--- config.mk ---
export PLATFORM = sky130hd
export DESIGN_NAME = iob_fifo_wr_arbiter
export DESIGN_NICKNAME = d
export VERILOG_FILES = /design/src/rtl/iob_fifo_wr_arbiter.sv
export SDC_FILE = /design/constraint.sdc
export NUM_CORES = 1
export LEC_CHECK = 0
export BUFFER_PORTS_ARGS = -buffer_cell sky130_fd_sc_hd__clkbuf_2
export CAP_MARGIN = 0
export CORE_UTILIZATION = 41
export DETAILED_ROUTE_END_ITERATION = 8
export PLACE_DENSITY = 0.88
export SYNTH_ARGS = -nofsm -noshare
export SYNTH_HDL_FRONTEND = slang
export SYNTH_SLANG_ARGS = --single-unit
--- constraint.sdc ---
create_clock -name clk_i -period 3.8 [get_ports clk_i]
set_input_delay 0.19 -clock clk_i [delete_from_list [all_inputs] [get_ports clk_i]]
set_output_delay 0.19 -clock clk_i [all_outputs]
set_load 0.01 [all_outputs]
--- src/rtl/iob_fifo_wr_arbiter.sv ---
// iob_fifo_wr_arbiter: round-robin arbiter sharing the write port of one FIFO
// between N requesters, granting bursts of up to BURST_LEN words each.
// Optional feature: define IOB_FIFO_WR_ARBITER_RESERVE_EN so that a grant is only
// issued when the FIFO already has room for a whole burst.
module iob_fifo_wr_arbiter #(
   parameter int N         = 2,
   parameter int DATA_W    = 8,
   parameter int ADDR_W    = 4,
   parameter int BURST_LEN = 4
) (
   input  logic                clk_i,
   input  logic                arst_i,
   input  logic                cke_i,
   input  logic                rst_i,
   input  logic [N-1:0]        req_i,
   input  logic [N*DATA_W-1:0] data_i,
   output logic [N-1:0]        ack_o,
   output logic [N-1:0]        grant_o,
   output logic                w_en_o,
   output logic [DATA_W-1:0]   w_data_o,
   input  logic                w_full_i,
   input  logic [ADDR_W-1:0]   w_level_i
);

   localparam int IDX_W  = (N > 1) ? $clog2(N) : 1;
   localparam int BEAT_W = (BURST_LEN > 1) ? $clog2(BURST_LEN) : 1;

   localparam logic [BEAT_W-1:0] LAST_BEAT = BEAT_W'(BURST_LEN - 1);
   localparam logic [IDX_W-1:0]  LAST_IDX  = IDX_W'(N - 1);
   localparam logic [ADDR_W:0]   DEPTH     = (ADDR_W + 1)'(1) << ADDR_W;

   localparam logic [0:0] IDLE = 1'b0;
   localparam logic [0:0] OWN  = 1'b1;

   logic [0:0]        state_q, state_d;
   logic [IDX_W-1:0]  owner_q, owner_d;
   logic [IDX_W-1:0]  ptr_q, ptr_d;
   logic [BEAT_W-1:0] beat_q, beat_d;
   logic [N-1:0]      grant_q, grant_d;

   logic              req_own;
   logic              accept;
   logic [DATA_W-1:0] owner_data;
   logic [ADDR_W:0]   free_w;
   logic [N-1:0]      eligible;
   logic              pick_found;
   logic [IDX_W-1:0]  pick_idx;
   logic [IDX_W-1:0]  ptr_next;

   // Free space in the FIFO; the level wraps to 0 when full, hence the full override.
   assign free_w = w_full_i ? '0 : (DEPTH - {1'b0, w_level_i});

`ifdef IOB_FIFO_WR_ARBITER_RESERVE_EN
   // Only requesters that can complete a whole burst without stalling are eligible.
   assign eligible = (free_w >= (ADDR_W + 1)'(BURST_LEN)) ? req_i : '0;
`else
   logic unused_free;
   assign unused_free = ^free_w;
   assign eligible    = req_i;
`endif

   // grant_q is one-hot on the owner while in OWN, so it doubles as the owner mask.
   assign req_own  = |(req_i & grant_q);
   assign accept   = (state_q == OWN) & req_own & ~w_full_i & cke_i;
   assign ptr_next = (owner_q == LAST_IDX) ? '0 : owner_q + IDX_W'(1);

   assign w_en_o   = accept;
   assign ack_o    = accept ? grant_q : '0;
   assign grant_o  = grant_q;
   assign w_data_o = (state_q == OWN) ? owner_data : '0;

   // Select the owner's data slice.
   always_comb begin
      owner_data = '0;
      for (int unsigned i = 0; i < N; i++) begin
         if (IDX_W'(i) == owner_q) owner_data = data_i[i*DATA_W +: DATA_W];
      end
   end

   // Round-robin scan: first eligible requester starting at ptr_q and wrapping.
   always_comb begin
      logic [IDX_W-1:0] cand;
      pick_found = 1'b0;
      pick_idx   = '0;
      cand       = ptr_q;
      for (int unsigned k = 0; k < N; k++) begin
         if (!pick_found && eligible[cand]) begin
            pick_found = 1'b1;
            pick_idx   = cand;
         end
         cand = (cand == LAST_IDX) ? '0 : cand + IDX_W'(1);
      end
   end

   // Next-state logic: grant in IDLE, count beats / release / stall in OWN.
   always_comb begin
      state_d = state_q;
      owner_d = owner_q;
      ptr_d   = ptr_q;
      beat_d  = beat_q;
      grant_d = grant_q;
      case (state_q)
         IDLE: begin
            if (pick_found) begin
               state_d           = OWN;
               owner_d           = pick_idx;
               beat_d            = '0;
               grant_d           = '0;
               grant_d[pick_idx] = 1'b1;
            end
         end
         OWN: begin
            if (!req_own || (accept && (beat_q == LAST_BEAT))) begin
               state_d = IDLE;
               grant_d = '0;
               ptr_d   = ptr_next;
            end else if (accept) begin
               beat_d = beat_q + BEAT_W'(1);
            end
         end
         default: begin
            state_d = IDLE;
            grant_d = '0;
         end
      endcase
   end

   // State registers: async reset, then clock-enabled sync reset or update.
   always_ff @(posedge clk_i or posedge arst_i) begin
      if (arst_i) begin
         state_q <= IDLE;
         owner_q <= '0;
         ptr_q   <= '0;
         beat_q  <= '0;
         grant_q <= '0;
      end else if (cke_i) begin
         if (rst_i) begin
            state_q <= IDLE;
            owner_q <= '0;
            ptr_q   <= '0;
            beat_q  <= '0;
            grant_q <= '0;
         end else begin
            state_q <= state_d;
            owner_q <= owner_d;
            ptr_q   <= ptr_d;
            beat_q  <= beat_d;
            grant_q <= grant_d;
         end
      end
   end

endmodule

# Yosys cells after proc, flatten, opt, wreduce, memory -nomap -nowiden
# Cells that the tools add are included.
totals:
  mem_count: 0
  out_inout_bits: 13
  latch_bits: 0
  ram_bits: 0
  register_bits: 7
  wordCells: 72
  mem_bits_ro: 0
classes:
  mul: 0
  shifts: 0
  n_bitwise: 6
  reduce_logical: 14
  n_div: 0
  add_sub_neg: 3
  n_lt_le_gt_ge: 4
  n_eq_ne: 6
  n_mux: 34
ops:
  columns: ["operator", "count"]
  rows:
  - ["$mux W1", 20]
  - ["$mux W2", 8]
  - ["$mux W8", 2]
  - ["$reduce_and A3 Y1", 3]
  - ["$pmux W2 S2", 2]
  - ["$lt A1 B2 Y1 const B", 3]
  - ["$ne A3 B2 Y1 const B", 2]
  - ["$ne A3 B3 Y1 const B", 2]
  - ["$reduce_bool A2 Y1", 3]
  - ["$reduce_and A4 Y1", 1]
  - ["$and A1 B1 Y1", 3]
  - ["$logic_and A1 B1 Y1", 3]
  - ["$add A1 B1 Y1 const B", 2]
  - ["$add A2 B1 Y2 const B", 1]
  - ["$and A2 B2 Y2", 1]
  - ["$eq A2 B2 Y1 const B", 1]
  - ["$logic_not A1 Y1", 2]
  - ["$ne A2 B2 Y1 const B", 1]
  - ["$not A1 Y1", 2]
  - ["$pmux W1 S2", 1]
  - ["$reduce_or A2 Y1", 1]
  - ["$demux W1 S1", 1]
  - ["$ge A1 B1 Y1 const B", 1]
  - ["$logic_or A1 B1 Y1", 1]

# Longest topological paths before layout
logic_depth:
  word_depth: 13
  mapped_depth: 4

# Least setup slack after synthesis
# No wires, ideal clock.
synth_path:
  kind: "register -> register"
  start: "register beat_q[0]"
  end: "register beat_q[0]"
  required_ps: 3713
  n_path_buf: 0
  setup_ps: 87
  arrival_time_ps: 1139
  path_stages_with_launch: 4
  path_slack_ps: 2574
  cell_sequence: "dfrtp_1 ha_1 or3_1 o211ai_1"
synth_between:
  elab_chain_len: 5
  elab_cells_between_ends: 10
synth_rtl:
  columns: ["element", "line", "rtl"]
  rows:
  - ["from (decl)", "38", "logic [BEAT_W-1:0] beat_q, beat_d;"]
  - ["from (signal assigned)", "147", "beat_q <= beat_d;"]
  - ["$add A2 B1 Y2 or $eq A2 B2 Y1 (tied branches)", "118, 113", null]
  - ["$mux W2 or $logic_and A1 B1 Y1 (tied branches)", "117, 113", null]
  - ["$mux W2 or $logic_or A1 B1 Y1 (tied branches)", "113", "if (!req_own || (accept && (beat_q == LAST_BEAT))) begin"]
  - ["$pmux W2 S2 or $ne A3 B3 Y1 (tied branches)", null, null]
  - ["$mux W2 or $reduce_and A4 Y1 (tied branches)", null, null]
# Parallel ways exist; a longest one is shown, timed or not. The select of a mux whose other input is x is not followed.
# A chain may end at the register's enable or synchronous reset.

# Worst setup path after layout
layout_path:
  start: "register state_q"
  end: "output ack_o[1]"
layout_between:
  elab_chain_len: 4
layout_rtl:
  columns: ["element", "line", "rtl"]
  rows:
  - ["from (decl)", "35", "logic [0:0] state_q, state_d;"]
  - ["from (signal assigned)", "144", "state_q <= state_d;"]
  - ["$and A1 B1 Y1 (3 in a row)", "64", "assign accept = (state_q == OWN) & req_own & ~w_full_i & cke_i;"]
  - ["$mux W2", "68", "assign ack_o = accept ? grant_q : '0;"]
  - ["to (decl)", "17", "output logic [N-1:0] ack_o,"]
# Every way passes these cells.

==> impl_results.md <==
* Ys Warns at 0
* Area leader, netlist: dfrtp_1
* Sw frac at 32.4%
* Final period util at 43.0%
* Largest net degree at the start of global routing at 17
* N_diodes at 0
* Post-CTS setup buffer count at 0
* Final setup TNS at 0 ps
* Worst-case reg-to-reg path depth at 3
* Hold_sp: req_i[1]
* H-Tree Depth at 1
* Worst slew margin at 47.0%
* Synthesized cell area at 594 um^2
* Vias in the first global route at 433
* GR Overflow Total at 0
* Post-Route WL at 1400 um
* CTS resizes at 0
* Number of antenna violations at the first check in global routing at 0
* Post-synth top area share at 29.5%
* Worst path arrival time at 1440 ps
* Ys flop type: dfrtp_1
* Dpl ws at 2220 ps
* Average wire per standard cell at 11.4 um
* Nature of the critical path endpoint: output port
* CTS Buf Count at 3
* P_int at 0.160 mW
* Switching power at 0.0769 mW
* Logic pwr share at 30.7%
* Static Leak at 0.392 nW
* Max FO, Critical Path at 16
* Req. time, crit path at 3610 ps
* RD Place Congestion at 0.874
* Syn-to-layout area delta at 37.3%
* Starting Density at 45.1%
* Layout cells sized above 1 at 37.4%
* Mapped Avg Cell Area at 8.61 um^2
* Final Util at 61.9%
* Min-Delay Endpoint: state_q
* Synth Register Bits at 7
* Syn_nets at 97
* Total number of vias at 666
* Chip width at 40.1 um
* Reg2reg end: beat_q[1]
* Core Footprint at 1320 um^2
* Slew Viols, Final at 0
* Vias per cell at 5.46
* Worst Hold Depth at 3
* FF-to-FF setup slack at 2170 ps
* Post-Place Cells at 117
* Worst Setup Path Type: reg2out
* Fin Hold WS at 271 ps
* First-pass GRT wire length at 1800 um
* Initial DRC Count at 15
* Count leader, synth: nor2b_1
* Clock Skew at 3.76 ps
* Synth top area cells: dfrtp_1 29%, mux2i_1 13%, nor2b_1 9.5%
* Ys async rst share at 100%
* Clock Sinks at 7
* Hold_buf cts at 1
* Root buffer cell: clkbuf_4
* Nets at 136
* Commonest cells post-synth: 9 x nor2b_1, 8 x mux2i_1, 8 x nand2_1, 7 x dfrtp_1, 6 x nand3_1
* RSZ-0062 raised after global routing: false
* Hold Crit Class: in2reg
* CTS tree: yes
* CTS clock-pin slew for the worst setup and hold paths at 50 ps
* EDFF count, synth at 0
* Die Ht at 40.1 um
* Post-synthesis sequential area ratio at 29.5%
* Clk_lat worst skew at 250 ps
* Clock Power Share at 28.8%
* MaxCap Viol Count at 0
* # DRC at 0
* Worst r2r src: state_q
* Fin crit period at 1630 ps
* Gr usage total at 17.4%
* Fmax at 612 MHz
* Die Area at 1610 um^2
* Port bufs at 35
* Cells after Synth at 69
* Non-filler instance count after layout at 122
* # setup viols final at 0
* Power Density at 291 nW/um^2
* Row count at 13
* Final antenna-violating net count at 0
* Detailed placer's ending HPWL at 1100 um
* # IOs at 40
* Slew @ Worst Pin at 784 ps
* Synth cell types at 27
* Post-layout worst setup margin at 2170 ps
* Flop pwr share at 40.4%
* Router iterations before antenna repair at 4
* Final Hold Viols at 0
* Status: complete, no violations
* Peak supply drop at 0.000183 V
* Max clock buf depth at 2
* CP startpoint kind: flop
==> worst max-delay path by stage <==
stage	start	to	slack (ps)	cells past startpoint
after floorplan	beat_q[0]	beat_q[0]	2570	3
after global placement	state_q	beat_q[1]	2260	3
after detailed placement	state_q	beat_q[1]	2220	3
after CTS	state_q	ack_o[1]	2140	4
after global routing	state_q	ack_o[0]	2010	4
final	state_q	ack_o[1]	2170	4
==> cell usage in the layout, fill, tap and decap left out <==
master	netlist	routed
o311ai_0	2	2
ha_1	1	1
nand2_1	8	8
clkbuf_4	0	3
a2111o_1	1	1
or3_1	2	2
o21ai_0	3	3
dlygate4sd3_1	0	1
a21bo_2	1	1
o41ai_1	1	1
a21oi_1	1	1
nand4b_1	1	1
nand2b_1	3	3
a22o_1	1	1
clkbuf_1	1	1
a22oi_1	1	1
clkbuf_2	0	35
o211ai_1	2	2
nor3b_1	1	1
nand3_1	6	6
inv_1	1	1
o21ba_2	1	1
dfrtp_1	7	7
and2_1	2	2
nor2_1	1	1
mux2i_1	8	8
nor2b_1	9	9
nand3b_1	1	1
o2111ai_1	2	2
==> critical path, stage by stage, from the launching register on <==
cell      delay [ps]
dfrtp_1          570
nand3b_1         180
nor2_1           170
and2_1           140
clkbuf_2         120
==> metal layers <==
layer	share of wire, %	vias up	GRT usage, %
met4	0.43	0	5.17
met5	0	-	0
met2	50	22	25.4
li1	-	337	-
met1	43	305	21.5
met3	5.9	2	10.0
==> area by class of cell <==
class	instances	area, um^2
Fill cell	111	502
Multi-Input combinational cell	59	407
Timing Repair Buffer	36	185
Sequential cell	7	175
Clock buffer	4	26.3
Tap cell	15	18.8
Inverter	1	3.75
==> kinds of logic after synthesis <==
kind of cell             Yosys count  synth area share (%)
buffers and inverters              3                  2.10
flip-flops                         7                  29.5
AND/OR/NAND/NOR                   34                  31.6
adder cells (fa/ha/maj)            1                  2.10
AO/OA/AOI/OAI                     16                  21.3
multiplexers                       8                  13.5
==> flip-flops by register name, indices dropped and copies added, names as in the netlist <==
signal   cells
beat_q       2
grant_o      2
owner_q      1
ptr_q        1
state_q      1
==> per-stage QoR <==
| step | cell area [um^2] | power [mW] |
|---|---|---|
| CTS | 816 | 0.240 |
| global route | 816 | 0.256 |
| global placement | 779 | 0.167 |
| floorplan | 594 | 0.138 |
| detailed placement | 779 | 0.169 |
| finish | 816 | 0.237 |
==> power by group through the flow <==
stage | Clock (mW) | Combinational [mW] | Sequential, mW
detailed placement | 0 | 0.0718 | 0.0968
global placement | 0 | 0.0700 | 0.0966
global route | 0.0776 | 0.0804 | 0.0978
finish | 0.0684 | 0.0729 | 0.0958
floorplan | 0 | 0.0486 | 0.0893
CTS | 0.0718 | 0.0728 | 0.0957
No activity file was read; power rests on OpenSTA's default activity.
